File: src/rtl/wb_xbar_decoder.sv
// Single-master, N-slave pipelined Wishbone interconnect with a table-driven address map.
// Unmapped addresses, slave errors and slave timeouts return a bus error; errors are counted.
module wb_xbar_decoder #(
   parameter int                    NSLAVES    = 4,
   parameter int                    AW         = 32,
   parameter int                    DW         = 32,
   parameter logic [NSLAVES*AW-1:0] SLAVE_BASE = {32'hC000_0000, 32'h8000_0000,
                                                  32'h4000_0000, 32'h0000_0000},
   parameter logic [NSLAVES*AW-1:0] SLAVE_MASK = {4{32'hC000_0000}},
   parameter int                    TIMEOUT    = 255
) (
   input  logic                  clk,
   input  logic                  rst_n,
   input  logic                  i_wb_cyc,
   input  logic                  i_wb_stb,
   input  logic                  i_wb_we,
   input  logic [DW/8-1:0]       i_wb_sel,
   input  logic [AW-1:0]         i_wb_addr,
   input  logic [DW-1:0]         i_wb_data,
   output logic [DW-1:0]         o_wb_data,
   output logic                  o_wb_ack,
   output logic                  o_wb_err,
   output logic                  o_wb_stall,
   output logic [NSLAVES-1:0]    o_s_cyc,
   output logic [NSLAVES-1:0]    o_s_stb,
   output logic                  o_s_we,
   output logic [DW/8-1:0]       o_s_sel,
   output logic [AW-1:0]         o_s_addr,
   output logic [DW-1:0]         o_s_data,
   input  logic [NSLAVES*DW-1:0] i_s_data,
   input  logic [NSLAVES-1:0]    i_s_ack,
   input  logic [NSLAVES-1:0]    i_s_err,
   input  logic [NSLAVES-1:0]    i_s_stall,
   output logic [7:0]            o_err_cnt
);

   localparam int SW = (NSLAVES > 1) ? $clog2(NSLAVES) : 1;
   localparam int TW = 16;

   typedef enum logic [2:0] {
      ST_IDLE = 3'd0,
      ST_REQ  = 3'd1,
      ST_WAIT = 3'd2,
      ST_RESP = 3'd3,
      ST_ERR  = 3'd4
   } state_t;

   // Returns {hit, index}; scanning downwards lets the lowest matching slot win.
   function automatic logic [SW:0] decode(input logic [AW-1:0] a);
      logic [SW:0] r;
      r = '0;
      for (int k = NSLAVES - 1; k >= 0; k--) begin
         if ((a & SLAVE_MASK[k*AW +: AW]) == SLAVE_BASE[k*AW +: AW]) begin
            r = {1'b1, SW'(k)};
         end else begin
            r = r;
         end
      end
      return r;
   endfunction

   state_t              state_r;
   state_t              next_s;
   logic [SW:0]         dec_s;
   logic [SW-1:0]       slot_s;
   logic [SW-1:0]       slv_r;
   logic [TW-1:0]       timer_r;
   logic                accept_s;
   logic                timeout_s;
   logic                s_ack_s;
   logic                s_err_s;
   logic                s_stall_s;
   logic [DW-1:0]       s_rdata_s;
   logic [NSLAVES-1:0]  s_oh_s;
   logic [NSLAVES-1:0]  s_cyc_nx_s;
   logic [NSLAVES-1:0]  s_stb_nx_s;
   logic                ack_nx_s;
   logic                err_nx_s;
   logic                stall_nx_s;
   logic [DW-1:0]       rdata_nx_s;
   logic [DW-1:0]       wb_data_r;
   logic                wb_ack_r;
   logic                wb_err_r;
   logic                wb_stall_r;
   logic [NSLAVES-1:0]  s_cyc_r;
   logic [NSLAVES-1:0]  s_stb_r;
   logic                s_we_r;
   logic [DW/8-1:0]     s_sel_r;
   logic [AW-1:0]       s_addr_r;
   logic [DW-1:0]       s_data_r;
   logic [7:0]          err_cnt_r;

   assign dec_s     = decode(i_wb_addr);
   assign accept_s  = (state_r == ST_IDLE) && i_wb_cyc && i_wb_stb;
   assign timeout_s = (timer_r == TW'(TIMEOUT - 1));
   assign s_ack_s   = i_s_ack[slv_r];
   assign s_err_s   = i_s_err[slv_r];
   assign s_stall_s = i_s_stall[slv_r];
   assign s_rdata_s = i_s_data[slv_r*DW +: DW];

   // State register.
   always_ff @(posedge clk or negedge rst_n) begin
      if (!rst_n) begin
         state_r <= ST_IDLE;
      end else begin
         state_r <= next_s;
      end
   end

   // Next-state logic; a master abort outranks completion, and completion outranks timeout.
   always_comb begin
      next_s = state_r;
      case (state_r)
         ST_IDLE: begin
            if (accept_s) begin
               next_s = dec_s[SW] ? ST_REQ : ST_ERR;
            end else begin
               next_s = ST_IDLE;
            end
         end
         ST_REQ: begin
            if (!i_wb_cyc) begin
               next_s = ST_IDLE;
            end else if (!s_stall_s && s_err_s) begin
               next_s = ST_ERR;
            end else if (!s_stall_s && s_ack_s) begin
               next_s = ST_RESP;
            end else if (timeout_s) begin
               next_s = ST_ERR;
            end else if (!s_stall_s) begin
               next_s = ST_WAIT;
            end else begin
               next_s = ST_REQ;
            end
         end
         ST_WAIT: begin
            if (!i_wb_cyc) begin
               next_s = ST_IDLE;
            end else if (s_err_s) begin
               next_s = ST_ERR;
            end else if (s_ack_s) begin
               next_s = ST_RESP;
            end else if (timeout_s) begin
               next_s = ST_ERR;
            end else begin
               next_s = ST_WAIT;
            end
         end
         ST_RESP: next_s = ST_IDLE;
         ST_ERR:  next_s = ST_IDLE;
         default: next_s = ST_IDLE;
      endcase
   end

   // Output decode: values the output registers take on the coming edge.
   always_comb begin
      slot_s         = (state_r == ST_IDLE) ? dec_s[SW-1:0] : slv_r;
      s_oh_s         = '0;
      s_oh_s[slot_s] = 1'b1;
      s_cyc_nx_s     = '0;
      s_stb_nx_s     = '0;
      case (next_s)
         ST_REQ: begin
            s_cyc_nx_s = s_oh_s;
            s_stb_nx_s = s_oh_s;
         end
         ST_WAIT: begin
            s_cyc_nx_s = s_oh_s;
            s_stb_nx_s = '0;
         end
         default: begin
            s_cyc_nx_s = '0;
            s_stb_nx_s = '0;
         end
      endcase
      ack_nx_s   = (next_s == ST_RESP);
      stall_nx_s = (next_s != ST_IDLE);
      // The error pulse trails the ERR state by one cycle so it lands after the abandoned request.
      err_nx_s   = (state_r == ST_ERR);
      if ((next_s == ST_RESP) && !s_we_r) begin
         rdata_nx_s = s_rdata_s;
      end else begin
         rdata_nx_s = '0;
      end
   end

   // Request latch, timeout timer, registered outputs and saturating error counter.
   always_ff @(posedge clk or negedge rst_n) begin
      if (!rst_n) begin
         slv_r      <= '0;
         timer_r    <= '0;
         s_we_r     <= 1'b0;
         s_sel_r    <= '0;
         s_addr_r   <= '0;
         s_data_r   <= '0;
         s_cyc_r    <= '0;
         s_stb_r    <= '0;
         wb_ack_r   <= 1'b0;
         wb_err_r   <= 1'b0;
         wb_stall_r <= 1'b0;
         wb_data_r  <= '0;
         err_cnt_r  <= 8'd0;
      end else begin
         if (accept_s) begin
            slv_r    <= dec_s[SW-1:0];
            s_we_r   <= i_wb_we;
            s_sel_r  <= i_wb_sel;
            s_addr_r <= i_wb_addr;
            s_data_r <= i_wb_data;
         end
         if ((state_r == ST_REQ) || (state_r == ST_WAIT)) begin
            timer_r <= timer_r + TW'(1);
         end else begin
            timer_r <= '0;
         end
         s_cyc_r    <= s_cyc_nx_s;
         s_stb_r    <= s_stb_nx_s;
         wb_ack_r   <= ack_nx_s;
         wb_err_r   <= err_nx_s;
         wb_stall_r <= stall_nx_s;
         wb_data_r  <= rdata_nx_s;
         if (err_nx_s && (err_cnt_r != 8'hFF)) begin
            err_cnt_r <= err_cnt_r + 8'd1;
         end
      end
   end

   assign o_wb_data  = wb_data_r;
   assign o_wb_ack   = wb_ack_r;
   assign o_wb_err   = wb_err_r;
   assign o_wb_stall = wb_stall_r;
   assign o_s_cyc    = s_cyc_r;
   assign o_s_stb    = s_stb_r;
   assign o_s_we     = s_we_r;
   assign o_s_sel    = s_sel_r;
   assign o_s_addr   = s_addr_r;
   assign o_s_data   = s_data_r;
   assign o_err_cnt  = err_cnt_r;

endmodule

File: config.mk
export PLATFORM = sky130hd
export DESIGN_NAME = wb_xbar_decoder
export DESIGN_NICKNAME = d
export VERILOG_FILES = /design/src/rtl/wb_xbar_decoder.sv
export SDC_FILE = /design/constraint.sdc
export NUM_CORES = 1
export LEC_CHECK = 0
export CORE_ASPECT_RATIO = 2
export CORE_UTILIZATION = 35
export DETAILED_ROUTE_END_ITERATION = 10
export DONT_BUFFER_PORTS = 1
export PLACE_DENSITY_LB_ADDON = 0.15
export SYNTH_ARGS = -nofsm -noshare
export SYNTH_HDL_FRONTEND = slang
export SYNTH_SLANG_ARGS = --single-unit
File: constraint.sdc
create_clock -name clk -period 2.2 [get_ports clk]
set_input_delay 0.22 -clock clk [delete_from_list [all_inputs] [get_ports clk]]
set_output_delay 0.22 -clock clk [all_outputs]
set_load 0.02 [all_outputs]
Word level (Yosys, flattened, before mapping)
Cells that the tools add are included.
- order comparisons: 3
- add/sub/neg operators: 2
- multiplexer cells: 29
- equality and inequality tests: 11
- shifts and indexed selects: 1
- reduce and logical (&&, ||, !) cells: 14
- operator list (kind ; number):
    $shiftx A128 B8 Y32 ; 1
    $mux W3 ; 14
    $logic_not A32 Y1 ; 1
    $mux W32 ; 1
    $add A16 B1 Y16 const B ; 1
    $eq A16 B8 Y1 const B ; 1
    $mux W16 ; 1
    $eq A3 B2 Y1 const B ; 3
    $pmux W3 S3 ; 1
    $add A8 B1 Y8 const B ; 1
    $mux W4 ; 2
    $ne A8 B8 Y1 const B ; 1
    $logic_and A1 B1 Y1 ; 7
    $bmux W1 S2 ; 3
    $eq A3 B1 Y1 const B ; 2
    $lt A2 B3 Y1 const B ; 2
    $eq A2 B2 Y1 const B ; 2
    $mux W1 ; 4
    $mux W2 ; 2
    $eq A3 B3 Y1 const B ; 1
    $logic_not A3 Y1 ; 1
    $reduce_bool A3 Y1 ; 1
    $demux W1 S2 ; 1
    $eq A2 B1 Y1 const B ; 1
    other kinds (4) ; 5
- register bits after elaboration: 141

Longest topological paths before layout
- depth in word-level cells: 11
- depth in mapped cells: 8
- depth with buffers taken out: 8

Worst setup path before layout
No wires, ideal clock.
- kind: reg2reg
- from: register slv_r[0]
- to: register wb_data_r[11], in the netlist o_wb_data[11]
- data arrival time: 2310 ps
- setup time: 69 ps
- stages on the path, launching flop included: 8
- data required time: 2131 ps
- path slack: -178 ps
- path through: dfrtp_1 -> buf_6 -> mux4_2 -> a2111o_1 -> a211o_1 -> a211o_4 -> buf_6 -> nor2b_2
- cells in the longest elaborated chain, start to end: 11
- RTL lines (item ; line ; text):
    start: declaration ; 66 ; logic [SW-1:0] slv_r;
    start signal: assignment ; 205 ; slv_r <= dec_s[SW-1:0];
    $bmux W1 S2 ; 98 ; assign s_stall_s = i_s_stall[slv_r];
    $mux W1 (not written as such) ; 98 ;
    $mux W2 or $logic_not A1 Y1 (tied branches) ; - ;
    $mux W3 or $logic_and A1 B1 Y1 (tied branches) ; 128, 126 ;
    $mux W3 ; 126 ; end else if (!s_stall_s && s_ack_s) begin
    $mux W3 ; 124 ; end else if (!s_stall_s && s_err_s) begin
    $mux W3 ; 122 ; if (!i_wb_cyc) begin
    $pmux W3 S3 ; 113 ; case (state_r)
    $eq A3 B2 Y1 ; 180 ; if ((next_s == ST_RESP) && !s_we_r) begin
    $logic_and A1 B1 Y1 ; 180 ;
    $mux W32 (*) ; 180 ;
    net rdata_nx_s[11] ; 80 ; logic [DW-1:0] rdata_nx_s;
    end signal: assignment ; 221 ; wb_data_r <= rdata_nx_s;
    end: declaration ; 81 ; logic [DW-1:0] wb_data_r;
Mark *: on every way through the listed nets, which the timed path passes. The rest lies on a longest branch. The select of a mux whose other input is x is not followed.
A chain may end at the register's enable or synchronous reset.

Final worst setup path
- from: register slv_r[0]
- to: register wb_data_r[1], in the netlist o_wb_data[1]
Same word-level chain as after synthesis.

==> reports/qor.txt <==
STATUS
--------------------------------------------------------------------------------------------------------
Status                                                                                      complete, but fails checks
Violated checks                                                                             hold timing, setup timing

ROUTE
--------------------------------------------------------------------------------------------------------
Via Count                                                                                           4720
Pre-Repair DR Iteration Count                                                                          4
Count of routing violations after the opening detailed-route iteration                               220
Via-to-Cell Ratio                                                                                   5.24
Remaining number of nets flagged by the antenna check after routing                                    0
# DRC                                                                                                  0
Sum of routed wire length over all layers                                                       18700 um
Wirelength per Cell                                                                              20.7 um

SETUP PATH
--------------------------------------------------------------------------------------------------------
Most frequent CP cell                                                                       sky130_fd_sc_hd__a211o_4
Category of the worst setup path launch point                                                   register
Critical path peak fanout                                                                              8
CP Data Arrival Time                                                                             2.69 ns
Critical-path top delay cell                                                                sky130_fd_sc_hd__mux4_2
Critical path cell sequence                                                                 mux4_2 -> a2111o_1 -> a211o_4 -> a211o_4 -> nor2b_2
Data required, critical path                                                                     2.55 ns
Kind of capture point of the worst setup path                                                   register
Worst stage delay on the critical path                                                           0.55 ns
Worst setup path class                                                                           reg2reg

HOLD PATH
--------------------------------------------------------------------------------------------------------
Tightest Hold Check Type                                                                        in2async

PLACE
--------------------------------------------------------------------------------------------------------
Number of placed cells counting well taps                                                            792
DP HPWL                                                                                         13600 um
Routability-driven placement congestion ratio                                                      0.885
Placed cell area                                                                              6650 sq um
Count of buffers inserted at the top-level ports                                                       0
Worst slack after detailed placement                                                           -0.221 ns

LOGIC SYNTHESIS
--------------------------------------------------------------------------------------------------------
Netlist Area Pre-Place                                                                        6330 sq um
Sequential fraction of the synthesis area                                                          0.558
Syn Area/Cell                                                                                 10.8 sq um
Synthesis warning total                                                                                0
Number of library cell types mapped by synthesis                                                      43
Post-synthesis register bit count                                                                    141
Post-Syn Instances                                                                                   585
Async set-or-reset flop fraction in the synthesized netlist                                         1.00
Synthesized netlist net count                                                                        801
Number of synthesized flops with an enable pin                                                         0
Predominant post-synthesis flop cell                                                        sky130_fd_sc_hd__dfrtp_1

FLOORPLANNING
--------------------------------------------------------------------------------------------------------
Starting Density                                                                                   0.358
Placeable core region                                                                        17700 sq um
Horizontal extent of the die                                                                     97.1 um
# IOs                                                                                                333
Row Count                                                                                             69
DIE HEIGHT                                                                                        192 um
Area of the die                                                                              18700 sq um

LAYOUT
--------------------------------------------------------------------------------------------------------
Share of layout cells above drive strength 1                                                       0.194
Core utilization of the finished layout                                                            0.458
Count of non-filler cells in the finished layout                                                     901
Finished Cell Area                                                                            8110 sq um
Net count reported at finish                                                                         888
Relative area change from synthesis to final layout                                                28.1%

PWR
--------------------------------------------------------------------------------------------------------
Standby leakage power                                                                            3.74 nW
Pwr per Cell Area                                                                           1160 nW/um^2
Share of total power in combinational logic                                                        0.224
Total chip power                                                                                 9.42 mW
Internal Pwr Total                                                                               6.00 mW
Switching Power                                                                                  3.42 mW
Share of power burned in registers                                                                 0.473
Maximum VDD drop                                                                                0.566 mV
Fraction of power spent switching nets                                                             0.364
Clock network power share                                                                          0.303

CLOCK NETWORK
--------------------------------------------------------------------------------------------------------
Number of clock sinks                                                                                141
CTS Buf Count                                                                                         17
Insertion delay to the later sink of the worst-skew pair                                         0.42 ns
Clock tree from TritonCTS                                                                            yes
H-Tree Depth                                                                                           4
Count of hold-fix buffers inserted at cts                                                             69
Clock Root Buffer                                                                           sky130_fd_sc_hd__clkbuf_16
Maximum buffer depth of the clock tree                                                                 2
Post-CTS clock slew at the launch and capture registers of the worst setup and hold paths        0.07 ns

STA
--------------------------------------------------------------------------------------------------------
Maximum clock frequency                                                                          426 MHz
Clock skew after layout                                                                        0.0120 ns
Final Cycle Share                                                                                   1.07
Worst slew margin                                                                                  0.627
Final count of hold timing violations                                                                141
Least setup slack across all paths after layout                                                -0.145 ns
Crit path time final                                                                             2.35 ns
Setup repair after global routing missed its margin                                                  yes
Final TNS setup                                                                                 -3.57 ns
Actual transition at the worst max-transition pin                                               0.560 ns
Final setup violation count                                                                           36
Final number of max-transition violations                                                              0
Worst hold margin                                                                              -0.511 ns

GRT
--------------------------------------------------------------------------------------------------------
Total routing resource utilization after global routing                                            0.200
Pin count of the biggest net entering global routing                                                 142
Wire length of the first global-routing pass                                                    27900 um
GRT overflow                                                                                           0
Via count of the first global-routing pass                                                          5007
Antenna violations before repair                                                                       4

JOB
--------------------------------------------------------------------------------------------------------
Max capacitance violation total                                                                        0

==> cells in the mapped netlist, drive strengths merged (2+ instances only) <==
cell,n,area share
nor2b,36,0.040
nand2,223,0.13
o21ai,5,0.0040
a211o,2,0.0042
xor2,8,0.011
nor4,3,0.0040
nor3,7,0.0055
or2,2,0.0020
buf,6,0.0083
ha,3,0.0059
dfrtp,141,0.56
mux2i,2,0.0032
clkbuf,24,0.014
and3,2,0.0020
inv,9,0.0053
a21oi,4,0.0032
or3,4,0.0040
nor3b,3,0.0036
a2111o,2,0.0036
and4,2,0.0028
mux4,35,0.12
nand3,9,0.0071
nand4,4,0.0040
nor2,23,0.014
xnor2,11,0.015
or4,2,0.0024
==> worst max-delay path, delay by kind of cell (launching register included) <==
family	cells	cell delay [ns]
simple gates	1	0.14
compound gates	3	1.15
flops	1	0.43
mux	1	0.55
==> sequential cells by signal, indices dropped and copies added (netlist names), 2 cells and up <==
| name | cells |
|---|---|
| o_s_cyc | 4 |
| state_r | 3 |
| o_s_addr | 32 |
| o_s_data | 32 |
| timer_r | 16 |
| o_err_cnt | 8 |
| o_wb_data | 32 |
| o_s_stb | 4 |
| o_s_sel | 4 |
| slv_r | 2 |
==> cell usage in the layout (no fill, tap or decap), types with 3 or more instances in the layout <==
master / count
sky130_fd_sc_hd__o21ai_0: 4
sky130_fd_sc_hd__inv_6: 3
sky130_fd_sc_hd__clkbuf_16: 17
sky130_fd_sc_hd__dfrtp_1: 140
sky130_fd_sc_hd__inv_1: 9
sky130_fd_sc_hd__a211o_4: 5
sky130_fd_sc_hd__nand2_1: 223
sky130_fd_sc_hd__nor2b_2: 17
sky130_fd_sc_hd__nor2b_1: 18
sky130_fd_sc_hd__ha_1: 3
sky130_fd_sc_hd__nor2_1: 22
sky130_fd_sc_hd__xor2_1: 8
sky130_fd_sc_hd__buf_4: 25
sky130_fd_sc_hd__nand3_1: 8
sky130_fd_sc_hd__clkinvlp_4: 5
sky130_fd_sc_hd__xnor2_1: 11
sky130_fd_sc_hd__or3_1: 4
sky130_fd_sc_hd__diode_2: 3
sky130_fd_sc_hd__nand4_1: 4
sky130_fd_sc_hd__nor3_1: 5
sky130_fd_sc_hd__mux4_2: 35
sky130_fd_sc_hd__a21oi_1: 4
sky130_fd_sc_hd__dlygate4sd3_1: 69
==> final cells by class <==
class                   instances  area (sq um)
repair buffers                 95           898
clock inverters                14           160
inverters                       9          33.8
clock buffers                  18           429
fillers                      1636          9590
flip-flops and latches        141          3530
well taps                     213           267
multi-input cells             408          2780
diodes                          3          7.51
==> power by group through the flow <==
stage,Clock (mW),Sequential (mW),Combinational (mW)
2_1_floorplan,0,4.26,1.57
3_3_place_gp,0,4.48,1.85
3_5_place_dp,0,4.49,1.89
4_1_cts,2.94,4.46,2.06
5_1_grt,3.04,4.52,2.34
6_report,2.86,4.45,2.11
==> path summary, 6_finish.rpt <==
kind	end	start	cells after the start	slack [ns]
max	o_wb_data[1]	slv_r[0]	5	-0.15
min	o_wb_data[8]	rst_n	0	-0.51
max reg2reg	o_wb_data[1]	slv_r[0]	5	-0.15
min reg2reg	timer_r[0]	timer_r[0]	2	0.55
max in group asynchronous	o_err_cnt[2]	rst_n	0	2.43
min in group clk	o_s_cyc[0]	i_wb_addr[31]	3	0.15
==> what timing repair did <==
item,CTS,global route
pin swaps,6,3
setup buffers,0,2
endpoints found under the setup margin,42,39
gates cloned,3,0
endpoints found under the hold margin,212,141
gates resized for setup,11,18
==> kinds of logic (layout without fill, tap and decap cells) <==
kind of cell / after synthesis / count (layout) / synth area share
compound gates: 19 / 22 / 0.0227
xor+xnor: 19 / 19 / 0.0263
fa+ha+maj: 3 / 3 / 0.00593
buf+inv: 39 / 136 / 0.0279
flops: 141 / 141 / 0.558
mux: 38 / 38 / 0.129
other cells: 0 / 3 / 0
simple gates: 326 / 326 / 0.230
==> per-layer routing <==
layer | vias up | GRT usage | share of wire
li1 | 2124 | - | -
met5 | - | 0 | 0
met2 | 264 | 0.374 | 0.56
met4 | 0 | 0.103 | 0.041
met3 | 36 | 0.0597 | 0.079
met1 | 2296 | 0.196 | 0.32
No activity file was read; power rests on OpenSTA's default activity.
